File: src/rtl/uart_rx_core.sv
// rtl/uart_rx_core.sv - UART receiver: 2-flop rxd synchroniser, mid-bit sampling, valid/ready byte output
// Optional feature macro: UART_RX_PARITY_EN (adds an even-parity bit between data and stop)
module uart_rx_core #(
  parameter int CLKS_PER_BIT = 10416,
  parameter int DATA_BITS    = 8
) (
  input  logic                 clk,
  input  logic                 rst,
  input  logic                 rxd,
  output logic [DATA_BITS-1:0] rx_data,
  output logic                 rx_valid,
  input  logic                 rx_ready,
  output logic                 framing_err,
  output logic                 overrun_err,
  output logic                 parity_err,
  output logic                 busy
);

  localparam logic [13:0] HALF_CNT = 14'(CLKS_PER_BIT / 2 - 1);
  localparam logic [13:0] FULL_CNT = 14'(CLKS_PER_BIT - 1);
  localparam logic [2:0]  LAST_BIT = 3'(DATA_BITS - 1);

  typedef enum logic [2:0] {
    IDLE   = 3'd0,
    START  = 3'd1,
    DATA   = 3'd2,
`ifdef UART_RX_PARITY_EN
    PARITY = 3'd3,
`endif
    STOP   = 3'd4
  } state_t;

  state_t                 state_q;
  logic [13:0]            cnt_q;
  logic [13:0]            cnt_d;
  logic [2:0]             bit_idx_q;
  logic [DATA_BITS-1:0]   shift_q;
  logic [DATA_BITS-1:0]   shift_d;
  logic                   sync1_q;
  logic                   rxd_s_q;
  logic [DATA_BITS-1:0]   rx_data_q;
  logic                   rx_valid_q;
  logic                   framing_err_q;
  logic                   overrun_err_q;
  logic                   parity_bad_d;

`ifdef UART_RX_PARITY_EN
  logic                   par_bit_q;
  logic                   parity_err_q;
`endif

  // Two-flop synchroniser; both flops reset to the idle (high) line level
  always_ff @(posedge clk) begin
    if (rst) begin
      sync1_q <= 1'b1;
      rxd_s_q <= 1'b1;
    end else begin
      sync1_q <= rxd;
      rxd_s_q <= sync1_q;
    end
  end

  // Next-value helpers: counter increment, LSB-first right shift, parity check
  always_comb begin
    cnt_d   = cnt_q + 14'd1;
    shift_d = {rxd_s_q, shift_q[DATA_BITS-1:1]};
`ifdef UART_RX_PARITY_EN
    parity_bad_d = (^shift_q) ^ par_bit_q;
`else
    parity_bad_d = 1'b0;
`endif
  end

  // Receive FSM with registered byte output, handshake and error pulses
  always_ff @(posedge clk) begin
    if (rst) begin
      state_q       <= IDLE;
      cnt_q         <= 14'd0;
      bit_idx_q     <= 3'd0;
      shift_q       <= '0;
      rx_data_q     <= '0;
      rx_valid_q    <= 1'b0;
      framing_err_q <= 1'b0;
      overrun_err_q <= 1'b0;
`ifdef UART_RX_PARITY_EN
      par_bit_q     <= 1'b0;
      parity_err_q  <= 1'b0;
`endif
    end else begin
      // Error outputs are single-cycle pulses
      framing_err_q <= 1'b0;
      overrun_err_q <= 1'b0;
`ifdef UART_RX_PARITY_EN
      parity_err_q  <= 1'b0;
`endif
      // A consumed byte clears valid unless a new byte loads below on this edge
      if (rx_valid_q && rx_ready) begin
        rx_valid_q <= 1'b0;
      end

      case (state_q)
        IDLE: begin
          cnt_q <= 14'd0;
          if (!rxd_s_q) begin
            state_q <= START;
          end
        end

        START: begin
          if (cnt_q == HALF_CNT) begin
            cnt_q <= 14'd0;
            if (!rxd_s_q) begin
              state_q   <= DATA;
              bit_idx_q <= 3'd0;
            end else begin
              // Line went back high before mid start bit: a glitch, not a frame
              state_q <= IDLE;
            end
          end else begin
            cnt_q <= cnt_d;
          end
        end

        DATA: begin
          if (cnt_q == FULL_CNT) begin
            cnt_q   <= 14'd0;
            shift_q <= shift_d;
            if (bit_idx_q == LAST_BIT) begin
              bit_idx_q <= 3'd0;
`ifdef UART_RX_PARITY_EN
              state_q   <= PARITY;
`else
              state_q   <= STOP;
`endif
            end else begin
              bit_idx_q <= bit_idx_q + 3'd1;
            end
          end else begin
            cnt_q <= cnt_d;
          end
        end

`ifdef UART_RX_PARITY_EN
        PARITY: begin
          if (cnt_q == FULL_CNT) begin
            cnt_q     <= 14'd0;
            par_bit_q <= rxd_s_q;
            state_q   <= STOP;
          end else begin
            cnt_q <= cnt_d;
          end
        end
`endif

        STOP: begin
          if (cnt_q == FULL_CNT) begin
            // Leave at mid stop bit so a following start edge is not missed
            cnt_q   <= 14'd0;
            state_q <= IDLE;
            if (!rxd_s_q) begin
              framing_err_q <= 1'b1;
            end
`ifdef UART_RX_PARITY_EN
            if (parity_bad_d) begin
              parity_err_q <= 1'b1;
            end
`endif
            if (rxd_s_q && !parity_bad_d) begin
              if (rx_valid_q && !rx_ready) begin
                // Previous byte still pending: keep it, drop the new one
                overrun_err_q <= 1'b1;
              end else begin
                rx_data_q  <= shift_q;
                rx_valid_q <= 1'b1;
              end
            end
          end else begin
            cnt_q <= cnt_d;
          end
        end

        default: begin
          state_q <= IDLE;
          cnt_q   <= 14'd0;
        end
      endcase
    end
  end

  assign rx_data     = rx_data_q;
  assign rx_valid    = rx_valid_q;
  assign framing_err = framing_err_q;
  assign overrun_err = overrun_err_q;
  assign busy        = (state_q != IDLE);
`ifdef UART_RX_PARITY_EN
  assign parity_err  = parity_err_q;
`else
  assign parity_err  = 1'b0;
`endif

endmodule

File: config.mk
export PLATFORM = sky130hd
export DESIGN_NAME = uart_rx_core
export DESIGN_NICKNAME = d
export VERILOG_FILES = /design/src/rtl/uart_rx_core.sv
export SDC_FILE = /design/constraint.sdc
export NUM_CORES = 1
export LEC_CHECK = 0
export BUFFER_PORTS_ARGS = -buffer_cell sky130_fd_sc_hd__clkbuf_2
export CORE_ASPECT_RATIO = 1.25
export CORE_MARGIN = 2
export CORE_UTILIZATION = 40
export DETAILED_ROUTE_END_ITERATION = 8
export SYNTH_ARGS = -nofsm -noshare
export SYNTH_HDL_FRONTEND = slang
export SYNTH_SLANG_ARGS = --single-unit
File: constraint.sdc
create_clock -name clk -period 2.4 [get_ports clk]
set_input_delay 0.48 -clock clk [delete_from_list [all_inputs] [get_ports clk]]
set_output_delay 0.48 -clock clk [all_outputs]
set_load 0.03 [all_outputs]
Word-level counts from Yosys, hierarchy flattened. Cells that the tools add are included.

Input port bits: 4. Bits in registers: 41. Output and inout bits: 13.

Eq/ne operators: 12. Reduce and logical (&&, ||, !) cells: 13. Bitwise gates (word level): 4. Add/sub/neg operators: 2. Multiplexer cells: 22.

Operator list (count): 14-bit 2-to-1 mux (2); 14-bit one-hot mux with 2 select lines (1); 3-bit 2-to-1 mux (9); 14-bit by 1-bit adder with 14-bit output (second input constant) (1); 14-bit by 13-bit == test with 1-bit output (second input constant) (1); 14-bit == test (second input constant) (1); 2-bit inequality test (second input constant) (6); 3-bit one-hot mux with 4 select lines (1); 4-bit AND reduction (2); 1-bit 2-to-1 mux (7); 3-bit == test (second input constant) (2); 3-bit one-hot mux with 2 select lines (1); 5-bit AND reduction (1); 1-bit NOT (4); 4-bit OR reduction (1); 3-bit by 1-bit adder with 3-bit output (second input constant) (1); 3-bit by 1-bit == test with 1-bit output (second input constant) (1); 3-bit by 2-bit == test with 1-bit output (second input constant) (1); 3-bit zero test (1); 3-bit nonzero test (1); 3-bit OR reduction (1); 1-bit logical AND (2); 2-bit 2-to-1 mux (1); 2-bit AND reduction (1); 3 further kinds (3).

Logic depth before layout (Yosys ltp). Gate-level depths: netlist of run 1.

Depth after elaboration: 6. Mapped depth: 7. Depth with buffers taken out: 5.

Worst setup path before layout of run 1. OpenSTA, ideal clock, no wires.

Path kind: register to register. From: reg cnt_q[0]. To: reg cnt_q[10]. Buffers on the path: 1. Slack: 0.720 ns. Stages on the path, launching flop included: 7. Arrival time: 1.550 ns. Data required time: 2.270 ns. Path through: dfxtp_1 ha_1 nor4bb_1 nand4_1 a22oi_4 buf_6 nor3_1.

Word-level cells in the longest chain between the ends: 3.

Ends and longest elaborated chain: from (decl) (RTL line 34) `logic [13:0] cnt_q;`; from (signal assigned) (RTL line 120) `cnt_q <= cnt_d;`; from (signal assigned) (RTL line 139) `cnt_q <= cnt_d;`; from (signal assigned) (RTL line 178) `cnt_q <= cnt_d;`; 14-bit by 1-bit adder with 14-bit output, or another cell as far along (RTL line 65) `cnt_d = cnt_q + 14'd1;`; 14-bit 2-to-1 mux (on tied branches) (RTL line 125, 156, 110); 14-bit one-hot mux with 2 select lines * (RTL line 101) `case (state_q)`.

Every way passes the cells marked *; elsewhere a longest branch is shown, timed or not. A chain may end at the register's enable or synchronous reset.

Worst setup path after layout of run 1.
From: reg cnt_q[0]. To: reg state_q[1].

Word-level cells in the longest chain between the ends: 3.

Ends and longest elaborated chain: 14-bit == test / 14-bit by 13-bit == test with 1-bit output (equally long branches) (RTL line 125, 156, 110); 2-bit inequality test (no source line); 5-bit AND reduction (no source line) *; to (signal assigned) (RTL line 117) `state_q <= IDLE;`; to (signal assigned) (RTL line 133) `state_q <= STOP;`; to (signal assigned) (RTL line 159) `state_q <= IDLE;`; to (decl) (RTL line 33) `state_t state_q;`.

Marked as above.

==> results of run 1 <==
[synth_stat cells (3+ instances only)]
cell | n | area share
sky130_fd_sc_hd__nand4_1 | 14 | 0.045
sky130_fd_sc_hd__o31ai_1 | 8 | 0.031
sky130_fd_sc_hd__buf_2 | 6 | 0.015
sky130_fd_sc_hd__o21ai_0 | 10 | 0.026
sky130_fd_sc_hd__nor2_1 | 7 | 0.014
sky130_fd_sc_hd__and4_1 | 5 | 0.023
sky130_fd_sc_hd__or3_1 | 3 | 0.0097
sky130_fd_sc_hd__nor3b_2 | 3 | 0.019
sky130_fd_sc_hd__and2_1 | 6 | 0.019
sky130_fd_sc_hd__nor3_1 | 12 | 0.031
sky130_fd_sc_hd__clkbuf_1 | 8 | 0.015
sky130_fd_sc_hd__xor2_1 | 9 | 0.041
sky130_fd_sc_hd__o221ai_1 | 3 | 0.014
sky130_fd_sc_hd__a21oi_1 | 23 | 0.059
sky130_fd_sc_hd__nand2_1 | 6 | 0.012
sky130_fd_sc_hd__dfxtp_1 | 41 | 0.42
sky130_fd_sc_hd__ha_1 | 3 | 0.019
sky130_fd_sc_hd__nand3_1 | 16 | 0.041
sky130_fd_sc_hd__xnor2_1 | 3 | 0.014
[routing by layer]
layer / vias to the layer above / track usage / share of wire
met1: 756 / 0.185 / 0.44
met2: 20 / 0.281 / 0.51
met3: 6 / 0.0329 / 0.026
met4: 0 / 0.0857 / 0.021
met5: - / 0 / 0
li1: 811 / - / -
[registers in the layout, summed over array words and instances (netlist names), 3 cells and up]
register,cells
cnt_q,14
bit_idx_q,3
state_q,3
rx_data,8
shift_q,8
[worst max-delay path, cell delays in order, from the launching register on]
cell and delay, ps:
sky130_fd_sc_hd__dfxtp_1 370, sky130_fd_sc_hd__ha_1 230, sky130_fd_sc_hd__and4_1 370, sky130_fd_sc_hd__nand4_4 240, sky130_fd_sc_hd__a22oi_4 450, sky130_fd_sc_hd__a32o_1 230
[worst max-delay path by stage]
stage,start,slack (ps),cells after the start,to
final,cnt_q[0],460,5,state_q[1]
after global routing,state_q[1],260,4,cnt_q[10]
after floorplan,cnt_q[0],720,6,cnt_q[10]
after detailed placement,cnt_q[0],440,5,state_q[1]
after global placement,cnt_q[0],500,5,state_q[1]
after CTS,cnt_q[0],430,5,state_q[1]
[power by group]
part	internal [µW]	switching [µW]
Combinational	12.3	26.2
Clock	202	235
Sequential	682	3.88
Total	896	265
[layout make-up]
class	count	area, µm²
tap	60	75.1
clock inverter	2	10.0
multi-input combinational	156	1030
clock buffer	6	72.6
sequential	41	821
timing repair buffer	19	105
fill	482	2580
[logic make-up after synthesis]
logic type,Yosys count,share of synthesized area
compound gates,50,0.162
xor+xnor,12,0.0541
fa+ha+maj,3,0.0193
buf+inv,18,0.0464
flops,41,0.422
other cells,1,0.00193
simple gates,90,0.294
[cells in the final DEF, fill, tap and decap left out, types with 2 or more instances in the layout]
cell / count
sky130_fd_sc_hd__or2_2: 2
sky130_fd_sc_hd__o21ai_0: 10
sky130_fd_sc_hd__clkbuf_2: 15
sky130_fd_sc_hd__xor2_1: 9
sky130_fd_sc_hd__clkinv_2: 2
sky130_fd_sc_hd__or3_1: 3
sky130_fd_sc_hd__nand4_1: 14
sky130_fd_sc_hd__xnor2_1: 3
sky130_fd_sc_hd__and4_1: 5
sky130_fd_sc_hd__nand2_1: 6
sky130_fd_sc_hd__a211oi_1: 2
sky130_fd_sc_hd__a21oi_1: 23
sky130_fd_sc_hd__o31ai_1: 8
sky130_fd_sc_hd__and3_1: 2
sky130_fd_sc_hd__nor2b_1: 2
sky130_fd_sc_hd__o221ai_1: 3
sky130_fd_sc_hd__nor4b_1: 2
sky130_fd_sc_hd__nor3_1: 12
sky130_fd_sc_hd__nor3b_1: 2
sky130_fd_sc_hd__and2_1: 6
sky130_fd_sc_hd__clkbuf_8: 5
sky130_fd_sc_hd__nor2_1: 7
sky130_fd_sc_hd__dfxtp_1: 41
sky130_fd_sc_hd__ha_1: 3
sky130_fd_sc_hd__buf_4: 4
sky130_fd_sc_hd__nand2b_1: 2
sky130_fd_sc_hd__nand3_1: 16
sky130_fd_sc_hd__nor3b_2: 3
[metrics by stage]
stage                     std cells   util  setup slack [ps]  power [µW]  instance area (µm²)
after detailed placement        276  0.433               439         741                 2030
final                           284  0.451               459        1160                 2120
after global routing            284  0.451               263        1210                 2120
after global placement          276  0.433               496         741                 2030
after CTS                       284  0.451               426        1180                 2120
after floorplan                 215      -               720         734                 1940
==> results.txt, run 1 <==
The run finished with clean final reports. The pin count of the biggest net entering global routing came out at 26. The die outline width is 66.3 µm. Counting cells, the worst reg-to-reg path comes to 5. For this run, the post-layout net count is 230. The via count of the routed design came out at 1593. For this run, the total global-route usage over all layers was measured as 0.162. The reg2reg setup slack is 460 ps. The core region is 4690 µm². Dividing the detail-routed via count by the number of cells gives 5.61. Based on the critical path, the design can be clocked at up to 515 MHz. The distinct cell type count of the synthesized netlist is 40.

The async set or reset register ratio after synthesis came out at 0. Buffers inserted to repair hold after CTS numbered 0. The worst path arrival time is 2190 ps. The number of nets handed over by synthesis was 222. For this run, the register share of the synthesized area comes to 0.422.

The tool flagged a number of max-cap violations equal to 0. The path class of the tightest hold or removal check is in2reg. The origin of the worst min-delay path is rxd. The number of cells produced by synthesis came out at 215. Dividing the detail-routed wire length by the instance count gives 13.9 µm. Compared with the post-synthesis result, the final layout area differs by 8.89%. Buffers inserted during clock tree synthesis total 5.

The detailed-routing iteration count for the pre-antenna-repair pass is 4. Setup violations remaining at the end of the flow were counted as 0. The static leakage came out at 0.000735 µW. The worst-skew pair later-pin latency came out at 300 ps.

Setup repair after global routing left no endpoint under its margin. The worst path required time is 2650 ps. The wire length of the first global-routing pass came out at 6.67 mm. TritonCTS built the clock tree. After legalization and detailed placement, the total HPWL measured 2.75 mm. Routability-driven placement finished with a final weighted congestion of 0.772.

The number of failing hold endpoints at the final stage came to 0. The diode insertion count for antenna repair came out at 0. The max-slew violation total from the final report is 0. The global route total overflow came out at 0. The kind of critical path is reg2reg. STA classifies the critical path startpoint as a flip-flop.

The number of gates given a new drive strength after cts is 0. The reg-to-reg critical path startpoint is cnt_q[0]. The post-CTS repair timing setup buffer count came out at 0. The share of post-route cells with drive strength above 1 is 0.152. Yosys mapped a number of flops with a built-in enable equal to 0. The post-route clock period utilization came out at 0.809.

The placement row count is 28. The number of global-route vias before repair is 1405. The clock skew is 12.8 ps. The mapped netlist covers 1940 µm². The y dimension of the die came out at 81.9 µm. The count of buffers from port buffering came out at 15. The I/O pin count came out at 17. The clock period minus final worst setup slack is 1940 ps. A synthesized cell averages 9.04 µm². The initial detailed-routing violation count is 108. The full die area is 5430 µm². The endpoint identified for the worst register-to-register timing path is state_q[1].

The number of warning messages in the yosys log is 0. The initial antenna violation count is 0. The deepest level of the CTS H-tree is 2. The headroom to the max-slew limit is 0.309.

The clock net in this run drives a total of 41 sinks. The clock slew at the register clock pins of the worst setup and hold paths is 80 ps. For this configuration, the core starts out at a cell density of 0.414. The terminating pin of the worst hold path is sync1_q. The peak supply drop came out at 0.297 mV.

The instance count along the most critical hold path is 2. Across all hold checks on the routed design, the worst slack comes to 369 ps. The synthesized design contains 41 register bits. The remaining antenna violation count is 0. STA classifies the critical path endpoint as a flip-flop.

For this run, design rule violations remaining after detail routing come to 0. The clock passes through at most 2 buffers. In the synthesized netlist the dominant register cell turns out to be sky130_fd_sc_hd__dfxtp_1. The areal power density over the cells is 549 nW/µm².

Summed over all layers, the routed wires come to 3.95 mm. The transition time at the pin with the least slew margin came out at 1030 ps. CTS placed an instance of sky130_fd_sc_hd__clkbuf_8 at the clock tree root.

The peak fanout along the critical path is 15. Adding up every negative setup slack in the final design gives 0 ps.
Power figures use the tool's default switching activity.
==> run 2: changes to the inputs <==
clock period = 1.8 ns   (was 2.4 ns; I/O delays follow)
==> run 2 against run 1 <==
Setup slack worse by 320 ps. Register-to-register slack worse by 320 ps. Utilization is 2.7 points higher. Cell count is 2.8% higher. Global-route usage is 0.19 points higher. Clock power is 73% higher. Largest cell class unchanged.
==> results.txt, run 2 (synthesized netlist as in run 1, its figures left out) <==
The initial antenna violation count is 0 (unchanged). The number of flip-flops under the largest register name came out at 14 (unchanged). The initial cell density of the core is 0.414 (unchanged). The static leakage came to 0.000796 µW (+8.4%). The total power after layout came out at 1730 µW (+49%). The routed wirelength normalized by instance count came out at 13.7 µm (-1.4%).

Ranked by flip-flop count, first place goes to cnt_q. The worst setup path is of the reg2reg kind. The final net count came out at 238 (+3.5%). The headroom to the max-slew limit came out at 0.628 (+0.319). The placement row count is 28 (unchanged).

The diode insertion count for antenna repair is 0 (unchanged). The setup slack of the critical path after layout came out at 139 ps (-320 ps). The y dimension of the die is 81.9 µm (unchanged).

The pre-CTS setup slack was 116 ps (-323 ps). STA classifies the critical path endpoint as a flip-flop. The library cells used most frequently in the layout, excluding fill and tap cells, are sky130_fd_sc_hd__dfxtp_1 (41), sky130_fd_sc_hd__a21oi_1 (23), sky130_fd_sc_hd__nand3_1 (16).

The peak fanout along the critical path is 14 (-1). The pin count of the biggest net entering global routing is 25 (-3.8%). The area of the multi-input gates came to 1040 µm² (+0.85%).

The post-route clock period utilization is 0.923 (+0.114). The utilization after layout is 0.478 (+0.0272). The clock slew at the register clock pins of the worst setup and hold paths is 80 ps (about the same). The tightest min-delay check is of the in2reg type. The full die area is 5430 µm² (unchanged). The die outline width came out at 66.3 µm (unchanged).

The library cell used most frequently in the layout, excluding fill and tap cells, is sky130_fd_sc_hd__dfxtp_1. The fmax came out at 602 MHz (+17%). The count of buffers from port buffering is 15 (unchanged).

The cell at the root of the clock tree is sky130_fd_sc_hd__clkbuf_8. The detailed-routing iteration count for the pre-antenna-repair pass is 4 (unchanged). The post-CTS repair timing setup buffer count was 0 (unchanged).

The total of fill cells in the finished design is 479 (-0.62%). The worst-skew pair later-pin latency came out at 290 ps (about the same). The number of endpoints failing setup at the final stage is 0 (unchanged).

The max-capacitance violation count was 0 (unchanged). The global route total overflow is 0 (unchanged). The routability congestion estimate from global placement is 0.753 (-2.4%).

The transition time at the pin with the least slew margin came out at 557 ps (-477 ps). The total number of clock tree sinks came out at 41 (unchanged). STA classifies the critical path startpoint as a flip-flop. The areal power density over the cells came out at 772 nW/µm² (+41%). The global-route usage over all layers came out at 0.164 (+0.00186). The clock skew came out at 7.69 ps (-5.10 ps).

The peak supply drop is 0.348 mV (+17%). The final wirelength is 4.00 mm (+1.3%). The max-slew violation total from the final report is 0 (unchanged). The worst path arrival time is 1840 ps (-350 ps). The via count of the routed design is 1620 (+1.7%). The number of CTS-inserted buffers is 5 (unchanged). The clock period minus final worst setup slack is 1660 ps (-280 ps). The number of failing hold endpoints at the final stage was 0 (unchanged). The post-route DRC violation count was 0 (unchanged).

The worst path required time came out at 1980 ps (-670 ps). The HPWL reported at the end of detailed placement is 2.88 mm (+4.6%). The deepest level of the CTS H-tree is 2 (unchanged). The number of global-route vias before repair is 1603 (+14%).

The flow ran to the end, and the final reports show no timing, DRC or antenna violations. The initial detailed-routing violation count came out at 70 (-35%). The maximum clock path buffer count came out at 2 (unchanged).

The total area of sequential cells came out at 821 µm² (unchanged). Setup repair after global routing could not meet its margin everywhere. The wire length of the first global-routing pass came to 6.92 mm (+3.7%). The share of post-route cells with drive strength above 1 was 0.190 (+0.0379). TritonCTS built the clock tree.

The I/O pin count is 17 (unchanged). The area growth from synthesis to layout is 15.5%. The remaining antenna violation count is 0 (unchanged). The number of vias per cell came out at 5.55 (-1.1%). The area of the core is 4690 µm² (unchanged).
## run 2: per-layer routing
layer  part of all wire  GRT usage  routed length, µm
met4              0.015     0.0673                 61
met5                  0          0                  0
met1               0.42      0.163               1700
met2               0.54      0.323               2150
met3              0.024     0.0329                 96
## run 2: layout make-up
class | instances | share of cell area
clock buffers | 7 | 0.0385
clock inverters | 1 | 0.0134
multi-input cells | 156 | 0.464
flip-flops and latches | 41 | 0.366
repair buffers | 27 | 0.0848
well taps | 60 | 0.0335
## run 2: final timing paths
path                 start       end  slack, ps  depth (start not counted)
setup reg to reg  cnt_q[0]  cnt_q[0]        140                          6
hold reg to reg    sync1_q   rxd_s_q        420                          1
setup / recovery  cnt_q[0]  cnt_q[0]        140                          6
hold / removal         rxd   sync1_q        250                          2
## run 2: critical path, cell delays in order, from the launching register on
cell,delay (ps)
sky130_fd_sc_hd__dfxtp_1,370
sky130_fd_sc_hd__ha_1,190
sky130_fd_sc_hd__nor4bb_2,280
sky130_fd_sc_hd__nand4_1,220
sky130_fd_sc_hd__a22oi_4,260
sky130_fd_sc_hd__buf_12,170
sky130_fd_sc_hd__nor3_1,50
## run 2: stage by stage
| stage | instance area [µm²] | hold WS [ps] | instances | setup TNS, ps |
|---|---|---|---|---|
| 2_1_floorplan | 1940 | 389 | 215 | 0 |
| 3_3_place_gp | 2120 | 392 | 284 | 0 |
| 3_5_place_dp | 2120 | 401 | 284 | 0 |
| 4_1_cts | 2230 | 247 | 292 | 0 |
| 5_1_grt | 2240 | 246 | 292 | -29.4 |
| 6_report | 2240 | 251 | 292 | 0 |
## run 2: report_power, final
| part | internal [µW] | leakage (µW) | switching [µW] |
|---|---|---|---|
| logic | 23.4 | 0.000407 | 37.2 |
| registers | 910 | 0.000331 | 5.32 |
| clock network | 452 | 0.0000585 | 305 |
## run 2: what timing repair did
action / CTS / global route
hold buffers: 0 / 0
endpoints found under the setup margin: 0 / 18
gates resized for setup: 0 / 3
==> run 3: changes to the inputs <==
--- a/config.mk
+++ b/config.mk
@@ -12,2 +12,4 @@
 export DETAILED_ROUTE_END_ITERATION = 8
+export PLACE_DENSITY_LB_ADDON = 0.3
+export SETUP_SLACK_MARGIN = 0.1
 export SYNTH_ARGS = -nofsm -noshare
==> constraint.sdc (replaced) <==
create_clock -name clk -period 1.8 [get_ports clk]
set_input_delay 0.09 -clock clk [delete_from_list [all_inputs] [get_ports clk]]
set_output_delay 0.09 -clock clk [all_outputs]
set_load 0.03 [all_outputs]
==> run 3 against run 2 <==
Non-clock buffer count is 9 higher. Worst hold slack worse by 200 ps. Count of clock-buffer cells in the layout is 2 lower. Final area is 9.5% higher. Setup slack worse by 23 ps. Register-to-register slack worse by 20 ps. Fmax is 1.4% lower. Critical path type unchanged.
==> results.txt, run 3 (synthesized netlist as in run 1, its figures left out) <==
The cell type group with the largest total delay on the critical path is simple AND/OR/NAND/NOR gates. The areal power density over the cells is 749 nW/µm² (-3.0%). The worst path arrival time came out at 1860 ps (+20 ps). The total negative slack is 0 ps (unchanged). The global route total overflow came out at 0 (unchanged). The worst path required time is 1980 ps (about the same). The wire length of the first global-routing pass is 6.71 mm (-3.0%). Setup repair after global routing left no endpoint under its margin. The diode insertion count for antenna repair came out at 0 (unchanged). The peak fanout along the critical path is 5 (-9). The type of element launching the critical path is a flip-flop. The max-capacitance violation count was 0 (unchanged). The worst-skew pair later-pin latency is 290 ps (about the same).

The critical path is of the reg2reg type. The maximum clock path buffer count came out at 2 (unchanged). The number of vias per cell came out at 5.57 (+0.45%).

The clock skew came out at 10.3 ps (+2.65 ps). The I/O pin count came out at 17 (unchanged). The global-route usage over all layers came out at 0.160 (-0.00404). The worst hold path class is in2reg. The max-slew violation total from the final report came out at 0 (unchanged). The total number of clock tree sinks is 41 (unchanged). The share of post-route cells with drive strength above 1 came to 0.277 (+0.0872). The number of endpoints failing setup at the final stage came out at 0 (unchanged). The count of buffers from port buffering came out at 15 (unchanged). The number of global-route vias before repair is 1447 (-9.7%).

The via count of the routed design was 1683 (+3.9%). The placement row count is 28 (unchanged). The initial detailed-routing violation count came to 110 (+57%).

The number of placed instances, taps included came out at 284 (unchanged). The post-route clock period utilization came out at 0.935 (+0.0127). TritonCTS built the clock tree. The clock slew at the register clock pins of the worst setup and hold paths is 80 ps (about the same). The fmax came out at 594 MHz (-1.4%). The final wirelength is 4.21 mm (+5.3%). The number of failing hold endpoints at the final stage was 0 (unchanged). The number of CTS-inserted buffers is 5 (unchanged). The post-route DRC violation count came out at 0 (unchanged). Ranked by flip-flop count, first place goes to cnt_q. The final net count came out at 248 (+4.2%). The routed wirelength normalized by instance count came out at 14.0 µm (+1.8%). The initial antenna violation count was 0 (unchanged).

The transition time at the pin with the least slew margin came out at 789 ps (+231 ps). The peak supply drop came to 0.546 mV (+57%). The HPWL reported at the end of detailed placement came out at 2.84 mm (-1.3%). The y dimension of the die came out at 81.9 µm (unchanged). The headroom to the max-slew limit is 0.473 (-0.154). The routability congestion estimate from global placement came out at 0.834 (+11%). The detailed-routing iteration count for the pre-antenna-repair pass came out at 4 (unchanged). The worst setup path is captured at a flip-flop. The number of flip-flops under the largest register name came to 14 (unchanged). The area of the core is 4690 µm² (unchanged). The tree is rooted in a sky130_fd_sc_hd__clkbuf_8. The area growth from synthesis to layout is 26.4%.

The pin count of the biggest net entering global routing came out at 25 (unchanged). The number of non-filler instances in the completed layout came out at 302 (+3.4%). The slowest stage of the critical path belongs to the cell sky130_fd_sc_hd__dfxtp_4. The remaining antenna violation count is 0 (unchanged). The top cell types in the final layout, fill and taps aside, are sky130_fd_sc_hd__dfxtp_1 (36), sky130_fd_sc_hd__a21oi_1 (23), sky130_fd_sc_hd__nand3_1 (16). Traced cell by cell, the critical path runs through ha_4, and4_4, nand4_4, buf_4, clkbuf_16, o31ai_1, a21oi_1. The commonest non-fill, non-tap cell in the layout is sky130_fd_sc_hd__dfxtp_1. The die outline width is 66.3 µm (unchanged). The clock period minus final worst setup slack came out at 1680 ps (+22.8 ps). The critical path's largest stage delay is 370 ps (about the same). The count of buffering cells on the critical path with inverters included is 2 (+1). The static leakage came to 0.000856 µW (+7.5%).

The full die area is 5430 µm² (unchanged). The initial cell density of the core is 0.414 (unchanged). The deepest level of the CTS H-tree was 2 (unchanged).

The flow ran to the end, and the final reports show no timing, DRC or antenna violations.
-- run 3: through the flow --
| stage | setup WS (ps) | hold slack, ps | utilization | total power [µW] | cell area (µm²) |
|---|---|---|---|---|---|
| 2_1_floorplan | 120 | 194 | - | 979 | 1940 |
| 3_3_place_gp | 130 | 275 | 0.451 | 997 | 2120 |
| 3_5_place_dp | 95.6 | 276 | 0.451 | 997 | 2120 |
| 4_1_cts | 109 | 56.5 | 0.482 | 1870 | 2260 |
| 5_1_grt | 52.7 | 48.2 | 0.523 | 1910 | 2460 |
| 6_report | 116 | 52.9 | 0.523 | 1840 | 2460 |
-- run 3: timing repair --
action	4_1_cts	5_1_grt
pin swaps	2	5
buffers inserted	0	6
gates resized for setup	1	22
endpoints found under the hold margin	1	0
setup endpoints to repair	8	28
hold buffers	1	0
cloned	0	3
-- run 3: metal layers --
metal / global-route usage / vias to the layer above / wire length, µm
li1: - / 856 / -
met1: 0.193 / 793 / 1820
met2: 0.274 / 30 / 2210
met3: 0.0288 / 4 / 131
met4: 0.0714 / 0 / 50
met5: 0 / - / 0
-- run 3: cell type report --
| type | count | area, µm² |
|---|---|---|
| fillers | 451 | 2240 |
| multi-input cells | 157 | 1110 |
| flip-flops and latches | 41 | 830 |
| repair buffers | 36 | 308 |
| well taps | 60 | 75.1 |
| clock buffers | 5 | 68.8 |
| clock inverters | 3 | 65.1 |
-- run 3: path summary, 6_finish.rpt --
check                start    endpoint  slack (ps)  depth (start not counted)
setup / recovery  cnt_q[0]  rx_data[5]         120                          7
hold / removal         rst  state_q[0]          50                          2
setup reg to reg  cnt_q[0]  rx_data[5]         120                          7
hold reg to reg    sync1_q     rxd_s_q         400                          1
-- run 3: report_power, final --
| group | internal [µW] | switching (µW) |
|---|---|---|
| Sequential | 908 | 5.96 |
| Clock | 551 | 312 |
| Combinational | 24.8 | 37.1 |
| Total | 1480 | 355 |
